## config.mk

```make
export PLATFORM = sky130hd
export DESIGN_NAME = ext_mem_arbiter
export DESIGN_NICKNAME = d
export VERILOG_FILES = /design/src/rtl/ext_mem_arbiter.sv
export SDC_FILE = /design/constraint.sdc
export NUM_CORES = 1
export LEC_CHECK = 0
export ABC_AREA = 1
export CORE_ASPECT_RATIO = 1.2
export CORE_UTILIZATION = 45
export CTS_CLUSTER_DIAMETER = 60
export DETAILED_ROUTE_END_ITERATION = 7
export PLACE_DENSITY = 0.86
export REMOVE_ABC_BUFFERS = 1
export SLEW_MARGIN = 20
export SYNTH_ARGS = -nofsm -noshare
export SYNTH_HDL_FRONTEND = slang
export SYNTH_SLANG_ARGS = --single-unit
```

## constraint.sdc

```tcl
create_clock -name clk -period 4.7 [get_ports clk]
set_input_delay 0.94 -clock clk [delete_from_list [all_inputs] [get_ports clk]]
set_output_delay 0.94 -clock clk [all_outputs]
set_load 0.01 [all_outputs]
```

## src/rtl/ext_mem_arbiter.sv

```systemverilog
// Two-master round-robin arbiter and bus sequencer for the external peripheral
// register bank; follows the bank's ready handshake and aborts on timeout.
module ext_mem_arbiter #(
    parameter int unsigned DATA_WIDTH = 16,
    parameter int unsigned ADDR_WIDTH = 16,
    parameter int unsigned TIMEOUT    = 15
) (
    input  logic                  clk,
    input  logic                  reset,
    input  logic                  m0_req,
    input  logic                  m0_read,
    input  logic [ADDR_WIDTH-1:0] m0_addr,
    input  logic [DATA_WIDTH-1:0] m0_wdata,
    output logic [DATA_WIDTH-1:0] m0_rdata,
    output logic                  m0_ack,
    output logic                  m0_err,
    input  logic                  m1_req,
    input  logic                  m1_read,
    input  logic [ADDR_WIDTH-1:0] m1_addr,
    input  logic [DATA_WIDTH-1:0] m1_wdata,
    output logic [DATA_WIDTH-1:0] m1_rdata,
    output logic                  m1_ack,
    output logic                  m1_err,
    output logic                  mem_cs,
    output logic                  mem_read,
    output logic [ADDR_WIDTH-1:0] mem_addr,
    output logic [DATA_WIDTH-1:0] mem_wdata,
    input  logic [DATA_WIDTH-1:0] mem_rdata,
    input  logic                  mem_ready,
    output logic                  grant,
    output logic                  busy
);

    localparam int unsigned      CNT_W    = 4;
    localparam logic [CNT_W-1:0] CNT_LAST = CNT_W'(TIMEOUT - 1);

    typedef enum logic [1:0] {
        S_IDLE,
        S_REQ,
        S_WAIT,
        S_DONE
    } state_t;

    state_t                state, state_nx;
    logic                  last, last_nx;
    logic [CNT_W-1:0]      tcnt, tcnt_nx;
    logic                  grant_nx, cs_nx, read_nx, busy_nx;
    logic [ADDR_WIDTH-1:0] addr_nx;
    logic [DATA_WIDTH-1:0] wdata_nx, rdata0_nx, rdata1_nx;
    logic                  ack0_nx, ack1_nx, err0_nx, err1_nx;
    logic                  winner, finish, abort;

    // Next-state and next-output logic; every output is a register loaded from here.
    always_comb begin
        state_nx  = state;
        last_nx   = last;
        tcnt_nx   = tcnt;
        grant_nx  = grant;
        cs_nx     = mem_cs;
        read_nx   = mem_read;
        addr_nx   = mem_addr;
        wdata_nx  = mem_wdata;
        rdata0_nx = m0_rdata;
        rdata1_nx = m1_rdata;
        ack0_nx   = 1'b0;
        ack1_nx   = 1'b0;
        err0_nx   = 1'b0;
        err1_nx   = 1'b0;
        finish    = 1'b0;
        abort     = 1'b0;
        // On a tie the master that was not served last wins.
        winner    = (m0_req && m1_req) ? ~last : m1_req;

        case (state)
            S_IDLE: begin
                cs_nx = 1'b0;
                if (m0_req || m1_req) begin
                    grant_nx = winner;
                    read_nx  = winner ? m1_read  : m0_read;
                    addr_nx  = winner ? m1_addr  : m0_addr;
                    wdata_nx = winner ? m1_wdata : m0_wdata;
                    cs_nx    = 1'b1;
                    tcnt_nx  = '0;
                    state_nx = S_REQ;
                end
            end
            S_REQ: begin
                if (tcnt == CNT_LAST) begin
                    abort = 1'b1;
                end else begin
                    tcnt_nx = tcnt + CNT_W'(1);
                    if (!mem_ready) begin
                        state_nx = S_WAIT;
                    end
                end
            end
            S_WAIT: begin
                if (mem_ready) begin
                    finish = 1'b1;
                    if (mem_read) begin
                        if (grant) begin
                            rdata1_nx = mem_rdata;
                        end else begin
                            rdata0_nx = mem_rdata;
                        end
                    end
                end else if (tcnt == CNT_LAST) begin
                    abort = 1'b1;
                end else begin
                    tcnt_nx = tcnt + CNT_W'(1);
                end
            end
            S_DONE: begin
                cs_nx    = 1'b0;
                state_nx = S_IDLE;
            end
            default: begin
                cs_nx    = 1'b0;
                state_nx = S_IDLE;
            end
        endcase

        if (finish || abort) begin
            state_nx = S_DONE;
            cs_nx    = 1'b0;
            last_nx  = grant;
            ack0_nx  = ~grant;
            ack1_nx  = grant;
            err0_nx  = abort & ~grant;
            err1_nx  = abort & grant;
        end
        // An aborted transaction returns zero data to its master.
        if (abort) begin
            if (grant) begin
                rdata1_nx = '0;
            end else begin
                rdata0_nx = '0;
            end
        end

        busy_nx = (state_nx != S_IDLE);
    end

    // State and output registers.
    always_ff @(posedge clk) begin
        if (reset) begin
            state     <= S_IDLE;
            last      <= 1'b1;
            tcnt      <= '0;
            grant     <= 1'b0;
            mem_cs    <= 1'b0;
            mem_read  <= 1'b0;
            mem_addr  <= '0;
            mem_wdata <= '0;
            m0_rdata  <= '0;
            m1_rdata  <= '0;
            m0_ack    <= 1'b0;
            m1_ack    <= 1'b0;
            m0_err    <= 1'b0;
            m1_err    <= 1'b0;
            busy      <= 1'b0;
        end else begin
            state     <= state_nx;
            last      <= last_nx;
            tcnt      <= tcnt_nx;
            grant     <= grant_nx;
            mem_cs    <= cs_nx;
            mem_read  <= read_nx;
            mem_addr  <= addr_nx;
            mem_wdata <= wdata_nx;
            m0_rdata  <= rdata0_nx;
            m1_rdata  <= rdata1_nx;
            m0_ack    <= ack0_nx;
            m1_ack    <= ack1_nx;
            m0_err    <= err0_nx;
            m1_err    <= err1_nx;
            busy      <= busy_nx;
        end
    end

endmodule

```

; Word-level counts from Yosys, hierarchy flattened
; Index checks and enable logic that the tools add are counted.
[classes]
mux = 32
bitwise = 5
n_eq_ne = 6
reduce_logical = 11
add_sub_neg = 1
[ops]
columns = cell, n
row1 = $mux 16, 14
row2 = $mux 4, 3
row3 = $pmux 4 s3, 1
row4 = $mux 2, 4
row5 = $mux 1, 7
row6 = $pmux 2 s3, 1
row7 = $add 4x1->4 const B, 1
row8 = $eq 2x2->1 const B, 2
row9 = $eq 4x4->1 const B, 1
row10 = $ne 2x2->1 const B, 2
row11 = $pmux 1 s2, 2
row12 = $reduce_bool 2->1, 2
row13 = $reduce_or 2->1, 2
row14 = $not 1->1, 3
row15 = $reduce_and 3->1, 1
row16 = $reduce_bool 3->1, 1
row17 = $and 1x1->1, 2
row18 = $eq 2x1->1 const B, 1
row19 = $logic_not 2->1, 1
row20 = $logic_or 1x1->1, 2
row21 = $reduce_and 2->1, 1
row22 = $logic_and 1x1->1, 1
[word_totals]
word_cells = 70
reg_bits = 79
output_inout_bits = 72
inputBits = 87

; Logic depth before layout (Yosys ltp)
; Gate-level depths: netlist of run 1.
[depth]
word_depth = 7
ltp_mapped = 11

; Worst setup path after synthesis of run 1
; Ideal clock, no wire load.
[synth_timing]
kind = input to register
from = input port m1_req
to = register busy
arrival_ns = 1.636
t_required_ns = 4.586
slack_ns = 2.951
n_path_buf = 1
stages = 9
cell_sequence = nor2_1 > nor2_2 > buf_2 > nand2_1 > nand2_1 > nand2_1 > nand2_1 > nand2_1 > nand2_1
[synth_via]
elab_chain_cells = 5
[synth_rtl]
columns = element, line
row1 = "start, declared", 17  ; input logic m1_req,
row2 = $logic_or 1x1->1, 77  ; if (m0_req || m1_req) begin
row3 = $mux 2, 77
row4 = $pmux 2 s3, 74  ; case (state)
row5 = $mux 2, 123  ; if (finish || abort) begin
row6 = $reduce_bool 2->1, 141  ; busy_nx = (state_nx != S_IDLE);
row7 = "end signal, assigned", 177  ; busy <= busy_nx;
row8 = "end, declared", 31  ; output logic busy
; Every way passes these cells.
; A chain may end at the register's enable or synchronous reset.

; Final worst setup path of run 1
[layout_timing]
from = input port m0_req
to = register mem_wdata[7]
[layout_via]
elab_chain_cells = 3
word_cells_on_any_way = 5
classes_between = 2 x mux / 3 x reduce/logical
[layout_rtl]
columns = element, line
row1 = "start, declared", 10  ; input logic m0_req,
row2 = $logic_and 1x1->1, 72  ; winner = (m0_req && m1_req) ? ~last : m1_req;
row3 = $mux 1, 72
row4 = $mux 16, 81  ; wdata_nx = winner ? m1_wdata : m0_wdata;
row5 = "end signal, assigned", 170  ; mem_wdata <= wdata_nx;
row6 = "end, declared", 27  ; output logic [DATA_WIDTH-1:0] mem_wdata,
; Several ways; a longest one is shown, not always the timed one.

==> metrics.md, run 1 <==
| Metric | Value |
|---|---|
| Outcome | complete, no violations |
| Syn Inst Count | 436 |
| Core ar. | 7360 µm² |
| Max-slew headroom | 36.7% |
| RSZ-0062 raised after global routing | false |
| Die area | 8100 µm² |
| Crit path required time | 4.91 ns |
| Die width | 82.3 µm |
| Share of cells above drive strength 1 | 9.74% |
| Most common cell in the synthesized netlist | nand2_1 |
| Post-route insts no fill | 675 |
| Avg Cell Area, Syn | 8.00 µm² |
| Pwr dens | 405 nW/µm² |
| Residual DRC | 0 |
| Layout Area Growth over Synthesis | 51.1% |
| DR WL/cell | 14.6 µm |
| Flops & latches, synth | 79 |
| Synth area leaders | dfxtp_1 (45%), nand2_1 (10%), a31oi_1 (5.9%) |
| Reg2reg path depth | 7 |
| Number of vias per cell | 5.28 |
| Worst-path fanout max | 34 |
| Worst R2R Start | state[0] |
| Worst Clk Skew | 0.0120 ns |
| Total CTS buffers | 9 |
| Port Buffer Count | 158 |
| Drt initial violations | 236 |
| CP max stage delay | 0.84 ns |
| Postcts setup bufs | 0 |
| Number of flops mapped to enable cells by yosys | 0 |
| Max Cap Viol | 0 |
| Number of global-route vias before repair | 3526 |
| Hold Crit Class | reg -> reg |
| Cell Int Power | 1.45 mW |
| Startpoint Class | primary input |
| Worst-Skew Late Latency | 0.33 ns |
| Total track usage | 25.6% |
| WHS Endpoint | last |
| Initial Utilization | 47.4% |
| # rows | 34 |
| Post-DP HPWL | 6780 µm |
| Most common cell on crit path | nand2_1 |
| CP Cell Sequence | clkdlybuf4s50_1 > nand2_1 > nand2_1 > buf_4 > clkinv_1 > nand2_1 > a31oi_1 |
| Slowest CP cell | clkinv_1 |
| Final Cycle Share | 61.5% |
| DRT Pass-1 Iters | 4 |
| Clock power frac | 25.6% |
| GPL Wtd Cong | 0.794 |
| Largest net degree at the start of global routing | 68 |
| Setup CP Type | in -> reg |
| Synth Flop Type | dfxtp_1 |
| CP arrival | 3.10 ns |
| Die height | 98.4 µm |
| R2r setup slk | 2.46 ns |
| Final ANT Viol Nets | 0 |
| Antenna cell count | 0 |
| Min Tclk post-route | 2.89 ns |
| Yosys top cell area share | 45.4% |
| Top Ports | 159 |
| Synth cell count leaders | nand2_1 (97), dfxtp_1 (79), nor2_1 (45) |
| Total power | 2.13 mW |
| Switching Share | 32.1% |
| Synth area leader | dfxtp_1 |
| Clk root buf | clkbuf_8 |
| Top Family by Delay on Critical Path | buffers and inverters |
| Reg2reg end | m1_rdata[8] |
| Number of H-tree levels | 3 |
| Reg power frac | 40.0% |
| Final WL | 9840 µm |
| Pre-CTS setup slack | 1.44 ns |
| Clock tree buffer depth | 2 |
| Final setup vio count | 0 |
| Seq/Total Area, Yosys | 45.4% |
| NumNets Final | 676 |
| Yosys cell types | 27 |
| Mapped cell area | 3490 µm² |
| Setup ws final | 1.81 ns |
| Ys Warns | 0 |
| CP endpoint kind | register |
| Max-slew violation count | 0 |
| CTS tree | done |
| Hold Vio Cnt, Final | 0 |
| First-pass GRT wire length | 16200 µm |
| Total negative slack | 0 ns |
| Post-CTS Resized | 0 |
| Ys async rst share | 0% |
| Post-CTS Hold Fix Bufs | 0 |
| Total grt overflow | 0 |
| Hold Path Stages | 2 |
| Combinational power share | 34.5% |
| Via count | 3565 |
| Leak | 2.04 nW |
| Placed cell count | 659 |
| Psw | 0.684 mW |
| Fillcell total | 579 |
| Fmax | 346 MHz |
| CTS clk-pin slew, worst paths | 0.08 ns |
| Slew @ Worst Pin | 0.943 ns |
| Hold wc startpoint | last |
| Clock sinks | 79 |
| Maximum vdd drop | 0.225 mV |
| Initial antenna violation count | 0 |
| Worst Path Buf+Inv | 3 |
| Hold Slack | 0.512 ns |
==> worst max-delay path by stage <==
| stage | from | endpoint | slack, ns | cells past startpoint |
|---|---|---|---|---|
| 5_1_grt | m0_req | mem_addr[14] | 1.62 | 7 |
| 3_3_place_gp | m0_req | mem_wdata[14] | 1.45 | 7 |
| 2_1_floorplan | m0_req | mem_addr[0] | 1.99 | 5 |
| 6_report | m0_req | mem_wdata[7] | 1.81 | 7 |
| 4_1_cts | m0_req | mem_addr[6] | 1.79 | 7 |
| 3_5_place_dp | m0_req | mem_addr[6] | 1.44 | 7 |
==> metrics by stage <==
| stage | util, % | cell area [µm²] |
|---|---|---|
| 6_report | 71.6 | 5270 |
| 5_1_grt | 71.6 | 5270 |
| 4_1_cts | 71.3 | 5250 |
| 3_5_place_dp | 68.4 | 5040 |
| 3_3_place_gp | 68.4 | 5040 |
| 2_1_floorplan | - | 3320 |
==> cell type report <==
class | count | area [µm²] | share of cell area (%)
clock inverters | 4 | 70.1 | 1.33
inverters | 18 | 72.6 | 1.38
clock buffers | 11 | 141 | 2.68
repair buffers | 161 | 1620 | 30.7
multi-input cells | 312 | 1670 | 31.8
flip-flops and latches | 79 | 1580 | 30.0
well taps | 90 | 113 | 2.14
==> cells by family after synthesis <==
family	share of synthesized area (%)
AOI/OAI and AO/OA	16.8
DFF	45.4
and+or+nand+nor	28.1
adders and majority gates	2.87
buffers and inverters	6.78
==> layer usage <==
| layer | global-route usage [%] | routed length (µm) |
|---|---|---|
| met1 | 30.5 | 3960 |
| met2 | 43.3 | 5030 |
| met3 | 4.35 | 559 |
| met4 | 12.7 | 287 |
| met5 | 0 | 0 |
==> cells in the final DEF (no fill, tap or decap), types with 2 or more instances in the layout <==
cell / count
nand2_8: 2
a21oi_1: 36
ha_1: 8
nor2_4: 4
clkbuf_8: 10
nor3_2: 20
nand2_4: 3
clkinv_2: 2
clkdlybuf4s50_1: 158
bufinv_16: 2
nor2_2: 2
nand2_1: 97
nand4_1: 2
o21ai_0: 39
inv_1: 12
dfxtp_1: 79
nand2_2: 2
nor3_1: 14
nand3_1: 2
nor2_1: 45
inv_4: 2
buf_4: 2
inv_2: 3
a31oi_1: 33
==> power by group through the flow <==
stage / sequential (mW) / combinational [mW] / clock [mW]
finish: 0.851 / 0.735 / 0.545
detailed placement: 0.862 / 0.711 / 0
CTS: 0.851 / 0.716 / 0.549
global placement: 0.860 / 0.691 / 0
global route: 0.866 / 0.802 / 0.582
floorplan: 0.910 / 0.291 / 0
==> registers in the layout (all words and copies together) (netlist names) <==
register,count
m0_ack,1
m1_rdata,16
tcnt,4
busy,1
m1_err,1
m0_err,1
grant,1
mem_wdata,16
last,1
m0_rdata,16
m1_ack,1
mem_addr,16
mem_read,1
mem_cs,1
state,2
==> worst register-to-register path: stages (launching register included) <==
cell     delay (ns)
dfxtp_1        0.36
inv_1          0.15
ha_1           0.19
nand2_1        0.12
nor2_4         0.61
nand2_2        0.41
nor2_1         0.24
nor3_2         0.06
Power figures use the tool's default switching activity.
==> run 2, diff against run 1 <==
--- a/config.mk
+++ b/config.mk
@@ -7,10 +7,10 @@
 export LEC_CHECK = 0
 export ABC_AREA = 1
 export CORE_ASPECT_RATIO = 1.2
-export CORE_UTILIZATION = 45
+export CORE_UTILIZATION = 42
 export CTS_CLUSTER_DIAMETER = 60
 export DETAILED_ROUTE_END_ITERATION = 7
-export PLACE_DENSITY = 0.86
+export PLACE_DENSITY = 0.81
 export REMOVE_ABC_BUFFERS = 1
 export SLEW_MARGIN = 20
 export SYNTH_ARGS = -nofsm -noshare
==> constraint.sdc (replaced) <==
create_clock -name clk -period 2.7 [get_ports clk]
set_input_delay 0.54 -clock clk [delete_from_list [all_inputs] [get_ports clk]]
set_output_delay 0.54 -clock clk [all_outputs]
set_load 0.01 [all_outputs]
==> run 2 against run 1 <==
Power increased by 66%. Clock power increased by 41%. Global-route usage decreased by 3.6 points. First-iteration DRC count decreased by 36%. Hold slack got worse by 0.0083 ns. Largest power group unchanged. Die area increased by 7.0%. Critical endpoint is now mem_addr[5]. Wire length decreased by 1.2%. Non-clock buffer count increased by 3. Design area decreased by 0.19%.
==> metrics.md, run 2 (synthesis gave the netlist of run 1 again) <==
| Metric | Value |
|---|---|
| Clock power frac | 21.8% |
| Number of H-tree levels | 3 |
| Setup CP Type | reg -> reg |
| Total power | 3.53 mW |
| Fmax | 525 MHz |
| Drt initial violations | 151 |
| Setup ws final | 0.796 ns |
| Residual DRC | 0 |
| Largest net degree at the start of global routing | 47 |
| DRT Pass-1 Iters | 5 |
| Pre-CTS setup slack | 0.538 ns |
| Number of vias per cell | 5.23 |
| Maximum vdd drop | 0.444 mV |
| Psw | 1.19 mW |
| CTS tree | done |
| Min Tclk post-route | 1.90 ns |
| Post-DP HPWL | 6980 µm |
| Die height | 102 µm |
| Hold Crit Class | reg -> reg |
| Switching Share | 33.8% |
| # rows | 36 |
| Slew @ Worst Pin | 0.507 ns |
| R2r setup slk | 0.80 ns |
| WHS Endpoint | last |
| Port Buffer Count | 158 |
| Top Ports | 159 |
| Postcts setup bufs | 0 |
| Worst-Skew Late Latency | 0.35 ns |
| Hold Slack | 0.504 ns |
| Hold Vio Cnt, Final | 0 |
| Clock tree buffer depth | 2 |
| GRT Max-Usage Layer | met2 |
| Reg power frac | 42.1% |
| Grt met2 use | 38.5% |
| Layout Area Growth over Synthesis | 50.8% |
| Max-slew headroom | 66.1% |
| Crit path required time | 2.98 ns |
| Antenna cell count | 0 |
| Leak | 2.04 nW |
| Number of global-route vias before repair | 3353 |
| Die width | 85.2 µm |
| Clock sinks | 79 |
| Share of cells above drive strength 1 | 10.4% |
| Area of the multi-input gates | 1670 µm² |
| Total track usage | 22.0% |
| Core ar. | 8060 µm² |
| Met1 Track Usage GR | 25.1% |
| Combinational power share | 36.1% |
| Total CTS buffers | 9 |
| Worst R2R Start | state[1] |
| CP max stage delay | 0.43 ns |
| Die area | 8670 µm² |
| Outcome | complete, no violations |
| Clk root buf | clkbuf_8 |
| GPL Wtd Cong | 0.811 |
| Final ANT Viol Nets | 0 |
| Initial antenna violation count | 0 |
| Total grt overflow | 0 |
| Total negative slack | 0 ns |
| CP endpoint kind | register |
| First-pass GRT wire length | 15100 µm |
| Fillcell total | 664 |
| RSZ-0062 raised after global routing | false |
| Max Cap Viol | 0 |
| Final Cycle Share | 70.5% |
| Final WL | 9720 µm |
| Most frequent cells in the layout | clkdlybuf4s50_1 (158), nand2_1 (97), dfxtp_1 (79) |
| Met3 Use GR | 4.56% |
| NumNets Final | 679 |
| Startpoint Class | register |
| Worst Clk Skew | 0.00745 ns |
| Final setup vio count | 0 |
| Most common cell on crit path | inv_1 |
| Initial Utilization | 43.2% |
| Hold wc startpoint | last |
| Worst-path fanout max | 46 |
| Pwr dens | 671 nW/µm² |
| Reg2reg end | mem_addr[5] |
| Sequential cell area | 1580 µm² |
| DR WL/cell | 14.2 µm |
| Cell Int Power | 2.34 mW |
| Post-CTS Resized | 0 |
| Hold Path Stages | 2 |
| CP arrival | 2.18 ns |
| Most common cell after layout, fill and taps aside | clkdlybuf4s50_1 |
| Reg2reg path depth | 7 |
| Via count | 3569 |
| CTS clk-pin slew, worst paths | 0.08 ns |
| CP Cell Sequence | inv_1 > ha_1 > inv_1 > nor2_4 > buf_12 > o21ai_0 > a31oi_1 |
| Post-CTS Hold Fix Bufs | 0 |
| Slowest CP cell | nor2_4 |
| Max-slew violation count | 0 |
[run 2: how the worst max path moves through the flow]
stage	slack, ns	end	from
2_1_floorplan	0.39	mem_addr[0]	m0_req
3_3_place_gp	0.17	busy	m1_req
3_5_place_dp	0.54	mem_addr[5]	m0_req
4_1_cts	0.79	mem_addr[5]	state[1]
5_1_grt	0.58	mem_wdata[10]	state[1]
6_report	0.80	mem_addr[5]	state[1]
[run 2: through the flow]
stage | cell area (µm²) | utilization (%) | cells
2_1_floorplan | 3320 | - | 409
3_3_place_gp | 5060 | 62.8 | 667
3_5_place_dp | 5080 | 63.1 | 668
4_1_cts | 5260 | 65.2 | 683
5_1_grt | 5260 | 65.2 | 683
6_report | 5260 | 65.2 | 683
[run 2: routing by layer]
layer	vias up	routed length, µm
met5	-	0
met4	0	308
met3	27	564
met2	142	4920
met1	1641	3930
li1	1759	-
[run 2: cell type report]
type / instances / share of cell area [%]
clock inverter: 5 / 0.666
inverter: 18 / 1.38
multi-input combinational: 312 / 31.8
sequential: 79 / 30.1
clock buffer: 10 / 2.62
tap: 95 / 2.26
timing repair buffer: 164 / 31.2
[run 2: critical path, delay by kind of cell, from the launching register on]
family | cells | cell delay [ns]
adder cells (fa/ha/maj) | 1 | 0.24
buffers and inverters | 3 | 0.49
AND/OR/NAND/NOR | 1 | 0.43
AO/OA/AOI/OAI | 2 | 0.28
flip-flops | 1 | 0.37
[run 2: power by group through the flow]
stage               clock network, mW  registers [mW]  logic (mW)
finish                          0.769            1.49        1.27
global route                    0.835            1.51        1.39
CTS                             0.787            1.48        1.27
detailed placement                  0            1.51        1.27
global placement                    0            1.50        1.21
floorplan                           0            1.58       0.507
